[config.mk]
export PLATFORM = sky130hd
export DESIGN_NAME = cmp_arbiter
export DESIGN_NICKNAME = d
export VERILOG_FILES = /design/src/rtl/cmp_arbiter.sv
export SDC_FILE = /design/constraint.sdc
export NUM_CORES = 1
export LEC_CHECK = 0
export CAP_MARGIN = 0
export CORE_ASPECT_RATIO = 1.75
export CORE_MARGIN = 2
export CORE_UTILIZATION = 55
export CTS_BUF_LIST = sky130_fd_sc_hd__clkbuf_8
export DETAILED_ROUTE_END_ITERATION = 10
export DONT_BUFFER_PORTS = 1
export PLACE_DENSITY = 0.7
export SYNTH_ARGS = -nofsm -noshare
export SYNTH_HDL_FRONTEND = slang
export SYNTH_SLANG_ARGS = --single-unit
[constraint.sdc]
create_clock -name clk -period 8.4 [get_ports clk]
set_input_delay 2.1 -clock clk [delete_from_list [all_inputs] [get_ports clk]]
set_output_delay 2.1 -clock clk [all_outputs]
set_load 0.005 [all_outputs]
[src/rtl/cmp_arbiter.sv]
// Round-robin arbiter sharing one comparison datapath between the branch-resolve
// port (0) and the trap/set-compare port (1), each with a 1-entry response buffer.
module cmp_arbiter #(
  parameter int TAG_W = 4,
  parameter int OP_W  = 5
) (
  input  logic             clk,
  input  logic             rst_n,
  input  logic [1:0]       req_valid,
  output logic [1:0]       req_ready,
  input  logic [31:0]      req_a0,
  input  logic [31:0]      req_b0,
  input  logic [31:0]      req_a1,
  input  logic [31:0]      req_b1,
  input  logic [OP_W-1:0]  req_op0,
  input  logic [OP_W-1:0]  req_op1,
  input  logic [TAG_W-1:0] req_tag0,
  input  logic [TAG_W-1:0] req_tag1,
  output logic [1:0]       rsp_valid,
  input  logic [1:0]       rsp_ready,
  output logic             rsp_result0,
  output logic             rsp_result1,
  output logic [TAG_W-1:0] rsp_tag0,
  output logic [TAG_W-1:0] rsp_tag1,
  output logic [1:0]       rsp_badop
);

  localparam logic [OP_W-1:0] CMP_EQ  = OP_W'(0);
  localparam logic [OP_W-1:0] CMP_NE  = OP_W'(1);
  localparam logic [OP_W-1:0] CMP_LT  = OP_W'(2);
  localparam logic [OP_W-1:0] CMP_LE  = OP_W'(3);
  localparam logic [OP_W-1:0] CMP_GT  = OP_W'(4);
  localparam logic [OP_W-1:0] CMP_GE  = OP_W'(5);
  localparam logic [OP_W-1:0] CMP_NEW = OP_W'(6);

  // Returns {badop, result}; unsupported codes yield result 0.
  function automatic logic [1:0] cmp_eval(input logic signed [31:0] a,
                                          input logic signed [31:0] b,
                                          input logic [OP_W-1:0]    op);
    logic [1:0] r;
    case (op)
      CMP_EQ:  r = {1'b0, a == b};
      CMP_NE:  r = {1'b0, a != b};
      CMP_LT:  r = {1'b0, a <  b};
      CMP_LE:  r = {1'b0, a <= b};
      CMP_GT:  r = {1'b0, a >  b};
      CMP_GE:  r = {1'b0, a >= b};
      CMP_NEW: r = 2'b10;
      default: r = 2'b10;
    endcase
    return r;
  endfunction

  logic             prio_q, prio_d;
  logic [1:0]       rsp_valid_q, rsp_valid_d;
  logic [1:0]       result_q, result_d;
  logic [1:0]       badop_q, badop_d;
  logic [TAG_W-1:0] tag0_q, tag0_d;
  logic [TAG_W-1:0] tag1_q, tag1_d;

  logic [1:0]       elig;
  logic [1:0]       grant;
  logic [31:0]      sel_a, sel_b;
  logic [OP_W-1:0]  sel_op;
  logic [1:0]       cmp_out;

  always_comb begin
    // A full buffer being drained this cycle can accept a new request.
    elig = req_valid & (~rsp_valid_q | rsp_ready);
    if (&elig) begin
      grant = prio_q ? 2'b10 : 2'b01;
    end else begin
      grant = elig;
    end

    prio_d = prio_q;
    if (grant[0]) begin
      prio_d = 1'b1;
    end else if (grant[1]) begin
      prio_d = 1'b0;
    end

    sel_a   = grant[1] ? req_a1  : req_a0;
    sel_b   = grant[1] ? req_b1  : req_b0;
    sel_op  = grant[1] ? req_op1 : req_op0;
    cmp_out = cmp_eval(sel_a, sel_b, sel_op);

    rsp_valid_d = grant | (rsp_valid_q & ~rsp_ready);
    result_d    = result_q;
    badop_d     = badop_q;
    tag0_d      = tag0_q;
    tag1_d      = tag1_q;
    if (grant[0]) begin
      result_d[0] = cmp_out[0];
      badop_d[0]  = cmp_out[1];
      tag0_d      = req_tag0;
    end
    if (grant[1]) begin
      result_d[1] = cmp_out[0];
      badop_d[1]  = cmp_out[1];
      tag1_d      = req_tag1;
    end
  end

  always_ff @(posedge clk or negedge rst_n) begin
    if (!rst_n) begin
      prio_q      <= 1'b0;
      rsp_valid_q <= 2'b00;
      result_q    <= 2'b00;
      badop_q     <= 2'b00;
      tag0_q      <= '0;
      tag1_q      <= '0;
    end else begin
      prio_q      <= prio_d;
      rsp_valid_q <= rsp_valid_d;
      result_q    <= result_d;
      badop_q     <= badop_d;
      tag0_q      <= tag0_d;
      tag1_q      <= tag1_d;
    end
  end

  assign req_ready   = grant;
  assign rsp_valid   = rsp_valid_q;
  assign rsp_result0 = result_q[0];
  assign rsp_result1 = result_q[1];
  assign rsp_tag0    = tag0_q;
  assign rsp_tag1    = tag1_q;
  assign rsp_badop   = badop_q;

endmodule

== Yosys cells after proc, flatten, opt, wreduce, memory -nomap -nowiden ==
Cells that the tools add are included.
Cells by class
  add/subtract/negate cells: 0
  multipliers: 0
  div/mod/pow operators: 0
  $lt $le $gt $ge: 4
  equal/unequal tests: 7
  shift-type cells: 0
  muxes and demuxes: 8
  bitwise gates (word level): 6
  reductions and logical operators: 3
Operators with widths (count)
  $mux W32: 2
  $eq A32 B32 Y1: 1
  $ge A32 B32 Y1: 1
  $gt A32 B32 Y1: 1
  $le A32 B32 Y1: 1
  $lt A32 B32 Y1: 1
  $ne A32 B32 Y1: 1
  $pmux W2 S6: 1
  $eq A5 B2 Y1 const B: 2
  $eq A5 B3 Y1 const B: 2
  $eq A5 B1 Y1 const B: 1
  $logic_not A5 Y1: 1
  $mux W5: 1
  $and A2 B2 Y2: 2
  $mux W2: 2
  $not A2 Y2: 2
  $or A2 B2 Y2: 2
  $mux W1: 2
  $reduce_and A2 Y1: 1
  $reduce_bool A2 Y1: 1
Storage, ports and cells
  register bits: 15
  bits in latches: 0
  RAM bits: 0
  ROM bits: 0
  input port bits: 152
  output and inout bits: 16
  logic and storage cells: 36
  memories kept: 0

== Logic depth before layout (Yosys ltp) ==
Gate-level depths: netlist (run 1).
  word-level depth: 8
  mapped depth: 14
  gate-level depth less buffers: 13

== Least setup slack after synthesis (run 1) ==
Ideal clock, no wire load.
  path type: input to output
  start: input rsp_ready[1]
  end: output req_ready[0]
  arrival time: 2.976 ns
  data required time: 6.300 ns
  path slack: 3.324 ns
  cell stages on the path: 3
  path buffers: 1
  cell sequence: nand2b_1 > a31oi_1 > buf_4
On the way
  cells in the longest elaborated chain, start to end: 4
Ends and longest elaborated chain
  from (decl): line 20  | input logic [1:0] rsp_ready,
  $or A2 B2 Y2: line 69  | elig = req_valid & (~rsp_valid_q | rsp_ready);
  $and A2 B2 Y2: line 69
  $reduce_and A2 Y1: line 70  | if (&elig) begin
  $mux W2: line 70
  to (decl): line 10  | output logic [1:0] req_ready,
No other way between the ends.

== Worst setup path in the final report (run 1) ==
  start: input rsp_ready[1]
  end: register result_q[0]
On the way
  cells in the longest elaborated chain, start to end: 7
  elaborated cells on any way between the ends: 20
  those cells by class: order compare (4); eq/ne (7); mux (5); bitwise (2); reduce/logical (2)
Ends and longest elaborated chain
  $or A2 B2 Y2 (*): line 69
  $and A2 B2 Y2 (*): line 69
  $reduce_and A2 Y1: line 70
  $mux W2 (*): line 70
  net req_ready[1]: line 10
  $mux W32 (tied with other cells): line 83  | sel_a = grant[1] ? req_a1 : req_a0;
  $ge A32 B32 Y1 (tied with other cells): line 47  | CMP_GE: r = {1'b0, a >= b};
  $pmux W2 S6 (*): line 41  | case (op)
  to (signal assigned): line 116  | result_q <= result_d;
  to (decl): line 56  | logic [1:0] result_q, result_d;
Mark *: on every way through the listed nets, which the timed path passes. The rest lies on a longest branch.
A chain may end at the register's enable or synchronous reset.

==> metrics.txt, run 1 <==
Worst Setup End Kind=flop; Fillers=379; GRT Resource Usage Total=21.9%; worst r2r src=rsp_valid[0]; Leak=1.31 nW; post-synth net total=about 490; capturing point of the worst reg2reg path=result_q[0]; Row Count=30; fin area=2340 um^2; Final HPWL DP=4.67 mm; # setup viols final=0; Slew @ Worst Pin=982 ps; Crit path arrival time=6040 ps; Avg Inst Size Synth=7.33 um^2; Distinct cells, synth=42; total die area=between 4000 and 5000 um^2; Final period util=70.9%; Clk pwr share=16.3%; Power Density=149 nW/um^2; number of synthesized flops with an enable pin=0; vias per cell=6.13; Max FO, Critical Path=76; run status=completed; Hold Path Class=flop to flop; NumNets Final=486; global route overflow=0; TritonCTS clock tree=done; first-pass GRT wire length=a little over 8 mm; slowest CP cell=buf_4; Hold-fix buffers, CTS=0; combinational share of power=between 50% and 60%; Crit. Startpoint=rsp_ready[1]; multi-input logic area=roughly 1800 um^2; maxcap violations=0; FF-to-FF path depth=15; vias in the first global route=2014; Fin Hold WS=500 ps; Final Skew=1.20 ps; Worst EP required=8480 ps; crit start category=input pin; f_max=168 MHz; fin crit period=5960 ps; vias=2138; clk sinks=15; Iteration-0 DRC Markers=39; clk_lat worst skew=240 ps; cell chain of the critical path=nand2b_1, o311ai_4, buf_4, inv_1, buf_4, nand2_1, nand2_1, ha_1, a21o_1, a21o_1, a221o_1, o311ai_1, o2bb2ai_1, mux2i_1, a31oi_1; switching share of power=between 40% and 50%; dpl cell area=2290 um^2; Initial Util=slightly below 60%; Die Y=88.7 um; max incr delay on CP=720 ps; IO Pins=approximately 170; Ys Warns=0; H-tree Lvls=1; clock-pin slew on the worst setup and hold paths=60 ps; CTS max path bufs=2; ANT cells=0; postcts setup bufs=0; Final Hold Viols=0; Setup TNS Final=0 ps; cell internal pwr=0.000206 W; Worst R2R Setup Slack=3850 ps; Num CTS Buffers=3; Netlist Area Pre-Place=2260 um^2; Core ar.=3900 um^2; layout cells sized above 1=4.98%; Post-CTS Resized=0; Slew headroom=34.2%; Hold Startpoint=rsp_tag1[2]; Synth Instances=308; Reg area=375 um^2; routability cong.=0.830; hold endpoint=rsp_tag1[2]; post-synthesis sequential area ratio=16.6%; Final ANT Viol Nets=0; DR WL/cell=between 15 and 20 um; clk root buf=clkbuf_8; maximum VDD drop=119 uV; Die X=between 50 and 60 um; 1st-pass router iterations=4; P&R area growth vs syn=3.60%; DRC Markers=0; asr flop ratio synth=100%; unrepaired setup endpoints after global routing=false; Net Sw Power=0.000142 W; Port Buffers=0; initial antenna violation count=0; cell depth of the worst hold path=2; sequential share of power=30.1%; Detailed Route WL=5.46 mm; critical path class=input pin to flop; largest net degree at the start of global routing=a little under 80; #FFs+latches synth=15; Slew Viols, Final=0; Synth Flop Type=dfrtp_1
[layout make-up]
| class | instances | area share [%] |
|---|---|---|
| tap | 48 | 2.57 |
| inverter | 4 | 0.642 |
| clock inverter | 1 | 0.214 |
| clock buffer | 3 | 1.77 |
| timing repair buffer | 2 | 0.642 |
| sequential | 15 | 16.1 |
| multi-input combinational | 276 | 78.1 |
[cells by family (layout without fill, tap and decap cells)]
logic type,after synthesis,after routing,synth area share [%]
AO/OA/AOI/OAI,43,43,13.0
AND/OR/NAND/NOR,162,162,31.8
flip-flops,15,15,16.6
adder cells (fa/ha/maj),32,32,17.7
multiplexers,39,39,17.6
buffers and inverters,17,10,3.22
[worst max-delay path by stage]
stage	to	slack, ps	cells past startpoint
floorplan	req_ready[0]	3320	3
global placement	result_q[0]	2240	15
detailed placement	result_q[0]	2190	15
CTS	result_q[0]	2420	15
global route	result_q[0]	2090	15
finish	result_q[0]	2440	15
[flip-flops by register name, summed over array words and instances (netlist names)]
| name | cells |
|---|---|
| rsp_tag1 | 4 |
| rsp_badop | 2 |
| rsp_valid | 2 |
| rsp_tag0 | 4 |
| prio_q | 1 |
| result_q | 2 |
[critical path: cells and delay by family]
kind,cells,cell delay (ps)
buffers and inverters,3,1610
adder cells (fa/ha/maj),1,320
AND/OR/NAND/NOR,3,360
multiplexers,1,230
AO/OA/AOI/OAI,7,1370
[placed cells by master, fill, tap and decap left out, types with 2 or more instances in the layout]
| cell | n |
|---|---|
| nor3b_1 | 3 |
| buf_4 | 2 |
| a21o_1 | 7 |
| nand3_1 | 5 |
| a21oi_1 | 13 |
| nor4_1 | 2 |
| o21ai_0 | 4 |
| dfrtp_1 | 15 |
| nand2_1 | 115 |
| nand2b_1 | 6 |
| o211ai_1 | 4 |
| ha_1 | 32 |
| nor3_1 | 2 |
| a31oi_1 | 3 |
| nand4_1 | 6 |
| clkbuf_8 | 3 |
| nor2_1 | 10 |
| mux2i_1 | 34 |
| and4_1 | 2 |
| inv_1 | 4 |
| and3_1 | 3 |
| mux2_2 | 4 |
| a211oi_1 | 2 |
[stage by stage]
| stage | power, W | instances | util [%] | setup slack [ps] |
|---|---|---|---|---|
| global route | 0.000383 | 349 | 59.9 | 2090 |
| global placement | 0.000290 | 345 | 58.7 | 2240 |
| finish | 0.000347 | 349 | 59.9 | 2440 |
| CTS | 0.000351 | 349 | 59.9 | 2420 |
| detailed placement | 0.000294 | 345 | 58.7 | 2190 |
| floorplan | 0.000256 | 308 | - | 3320 |
[Yosys cell counts (3+ instances only)]
cell | instances | area share (%)
a31oi_1 | 3 | 0.83
ha_1 | 32 | 18
clkbuf_1 | 8 | 1.3
inv_1 | 4 | 0.66
mux2_2 | 4 | 2.0
a21oi_1 | 13 | 2.9
dfrtp_1 | 15 | 17
buf_2 | 4 | 0.89
nand4_1 | 6 | 1.7
mux2i_1 | 34 | 15
nor3b_1 | 3 | 1.0
and3_1 | 3 | 0.83
nor2_1 | 10 | 1.7
nand2_1 | 115 | 19
nand2b_1 | 6 | 1.7
o211ai_1 | 4 | 1.3
a21o_1 | 7 | 2.3
nand3_1 | 5 | 1.1
o21ai_0 | 4 | 0.89
[power by group through the flow]
| stage | logic [W] | clock network (W) | registers (W) |
|---|---|---|---|
| 3_3_place_gp | 0.000184 | 0 | 0.000106 |
| 4_1_cts | 0.000189 | 0.0000576 | 0.000105 |
| 2_1_floorplan | 0.000154 | 0 | 0.000102 |
| 3_5_place_dp | 0.000188 | 0 | 0.000106 |
| 5_1_grt | 0.000214 | 0.0000620 | 0.000108 |
| 6_report | 0.000186 | 0.0000566 | 0.000104 |
[metal layers]
metal  GRT usage (%)  wire (um)
met5               0          0
met4            5.36         37
met3            2.20        379
met2            43.3       3040
met1            23.8       2000
No activity file was read; power rests on OpenSTA's default activity.
==> run 2, diff against run 1 <==
==> constraint.sdc (replaced) <==
create_clock -name clk -period 5.7 [get_ports clk]
set_input_delay 1.425 -clock clk [delete_from_list [all_inputs] [get_ports clk]]
set_output_delay 1.425 -clock clk [all_outputs]
set_load 0.005 [all_outputs]
==> metrics.txt, run 2 (same netlist as run 1, synthesis figures left out) <==
Final Skew=0.561 ps (was 1.20 ps); vias in the first global route=2001 (was 2014); multi-input logic area=1830 um^2 (unchanged); placed cells=345 (unchanged); unrepaired setup endpoints after global routing=false (unchanged); Port Buffers=0 (unchanged); Hold Startpoint=rsp_tag1[1] (was rsp_tag1[2]); Core ar.=3900 um^2 (unchanged); clk sinks=15 (unchanged); Hold Path Class=flop to flop (unchanged); vias=2175 (was 2138); DR WL/cell=15.6 um (about the same); # setup viols final=0 (unchanged); first-pass GRT wire length=8.25 mm (was 8.18 mm); P&R area growth vs syn=3.55% (was 3.60%); GRT Resource Usage Total=22.3% (was 21.9%); max incr delay on CP=730 ps (was 720 ps); Post-CTS Resized=0 (unchanged); CP most frequent cell=mux2i_1; cell chain of the critical path=nand2b_1, o311ai_4, buf_4, mux2i_1, ha_1, a21oi_1, o21ai_0, a221o_1, o311ai_1, o2bb2ai_1, mux2i_1, a31oi_1 (was nand2b_1, o311ai_4, buf_4, inv_1, buf_4, nand2_1, nand2_1, ha_1, a21o_1, a21o_1, a221o_1, o311ai_1, o2bb2ai_1, mux2i_1, a31oi_1); commonest non-fill, non-tap cell in the layout=nand2_1 (unchanged); Final HPWL DP=4.65 mm (was 4.67 mm); worst r2r src=rsp_valid[0] (unchanged); Row Count=30 (unchanged); Worst EP required=5780 ps (was 8480 ps); postcts setup bufs=0 (unchanged); FF-to-FF path depth=12 (was 15); clk root buf=clkbuf_8 (unchanged); crit start category=input pin (unchanged); Net Sw Power=0.000208 W (was 0.000142 W); fin crit period=4450 ps; Worst Setup End Kind=flop (unchanged); Crit path arrival time=4530 ps (was 6040 ps); Max FO, Critical Path=75 (was 76); routability cong.=0.850 (was 0.830); f_max=225 MHz; critical path class=input pin to flop (unchanged); Die Y=88.7 um (unchanged); TritonCTS clock tree=done (unchanged); Fillers=394 (was 379); Die X=52.4 um (unchanged); IO Pins=168 (unchanged); Slew Viols, Final=0 (unchanged); ANT cells=0 (unchanged); Slew headroom=37.9% (was 34.2%); Slew @ Worst Pin=927 ps (was 982 ps); 1st-pass router iterations=4 (unchanged); combinational share of power=54.0% (was 53.6%); Worst R2R Setup Slack=1950 ps (was 3850 ps); hold endpoint=rsp_tag1[1] (was rsp_tag1[2]); Detailed Route WL=5.46 mm (about the same); switching share of power=40.7% (was 40.8%); Clk pwr share=15.8% (was 16.3%); crit path buf inv count=1 (was 3); Initial Util=57.8% (unchanged); slowest CP cell=buf_4 (unchanged); cell internal pwr=0.000303 W (was 0.000206 W); Final ANT Viol Nets=0 (unchanged); largest net degree at the start of global routing=76 (was 77); NumNets Final=486 (unchanged); total die area=4650 um^2 (unchanged); Hold-fix buffers, CTS=0 (unchanged); clock-pin slew on the worst setup and hold paths=50 ps (was 60 ps); vias per cell=6.23 (was 6.13); sequential share of power=30.2% (was 30.1%); maxcap violations=0 (unchanged); Leak=1.31 nW (about the same); Setup TNS Final=0 ps (unchanged); Final period util=78.1%; cell family with most CP delay=compound AO/OA/AOI/OAI gates (was buffers and inverters); H-tree Lvls=1 (unchanged); commonest cells after routing, fill and taps aside=nand2_1, mux2i_1, ha_1 (unchanged); Reg area=375 um^2 (unchanged); layout cells sized above 1=4.65% (was 4.98%); clk_lat worst skew=240 ps (about the same); Iteration-0 DRC Markers=24 (was 39); cell depth of the worst hold path=2 (unchanged); capturing point of the worst reg2reg path=result_q[0] (unchanged); non-filler instance count after layout=349 (unchanged); Final Hold Viols=0 (unchanged); Power Density=218 nW/um^2 (was 149 nW/um^2); maximum VDD drop=201 uV (was 119 uV); Num CTS Buffers=3 (unchanged); DRC Markers=0 (unchanged); initial antenna violation count=0 (unchanged); global route overflow=0 (unchanged); run status=completed (unchanged); CTS max path bufs=2 (unchanged)
-- run 2: worst max-delay path by stage --
stage,cells past startpoint,start,slack [ps],end
floorplan,13,req_valid[0],1310,result_q[0]
global placement,12,rsp_ready[1],1010,result_q[0]
detailed placement,12,rsp_ready[1],990,result_q[0]
CTS,12,rsp_ready[1],1230,result_q[0]
global route,12,rsp_ready[1],970,result_q[0]
finish,12,rsp_ready[1],1250,result_q[0]
-- run 2: worst reg2reg max path: stages (launching register included) --
cell and delay, ps:
dfrtp_1 380, nor2b_1 180, o311ai_4 230, buf_4 730, mux2i_1 340, ha_1 280, a21oi_1 150, o21ai_0 130
a221o_1 360, o311ai_1 270, o2bb2ai_1 220, mux2i_1 230, a31oi_1 90
-- run 2: area by class of cell --
type                       count  area share [%]
clock buffer                   3            1.77
multi-input combinational    276            78.2
inverter                       4           0.642
sequential                    15            16.1
timing repair buffer           2           0.642
clock inverter                 1           0.161
tap                           48            2.57
-- run 2: through the flow --
step                util (%)  hold slack, ps  area [um^2]  total power, W  worst slack (ps)
finish                  59.9             504         2340        0.000511              1250
global route            59.9             545         2340        0.000562               971
CTS                     59.9             508         2340        0.000518              1230
detailed placement      58.7             496         2290        0.000435               995
global placement        58.7             489         2290        0.000428              1010
floorplan                  -             470         2260        0.000377              1310
-- run 2: power by group through the flow --
| stage | combinational (W) | clock (W) | sequential (W) |
|---|---|---|---|
| final | 0.000276 | 0.0000808 | 0.000154 |
| after detailed placement | 0.000278 | 0 | 0.000156 |
| after global placement | 0.000272 | 0 | 0.000156 |
| after floorplan | 0.000227 | 0 | 0.000150 |
| after CTS | 0.000280 | 0.0000831 | 0.000154 |
| after global routing | 0.000315 | 0.0000885 | 0.000159 |
-- run 2: routing by layer --
layer	vias up	global-route usage, %	share of wire [%]
li1	1080	-	-
met1	987	25.1	36
met2	100	42.6	55
met3	8	2.03	7.9
met4	0	6.76	1.3
met5	-	0	0
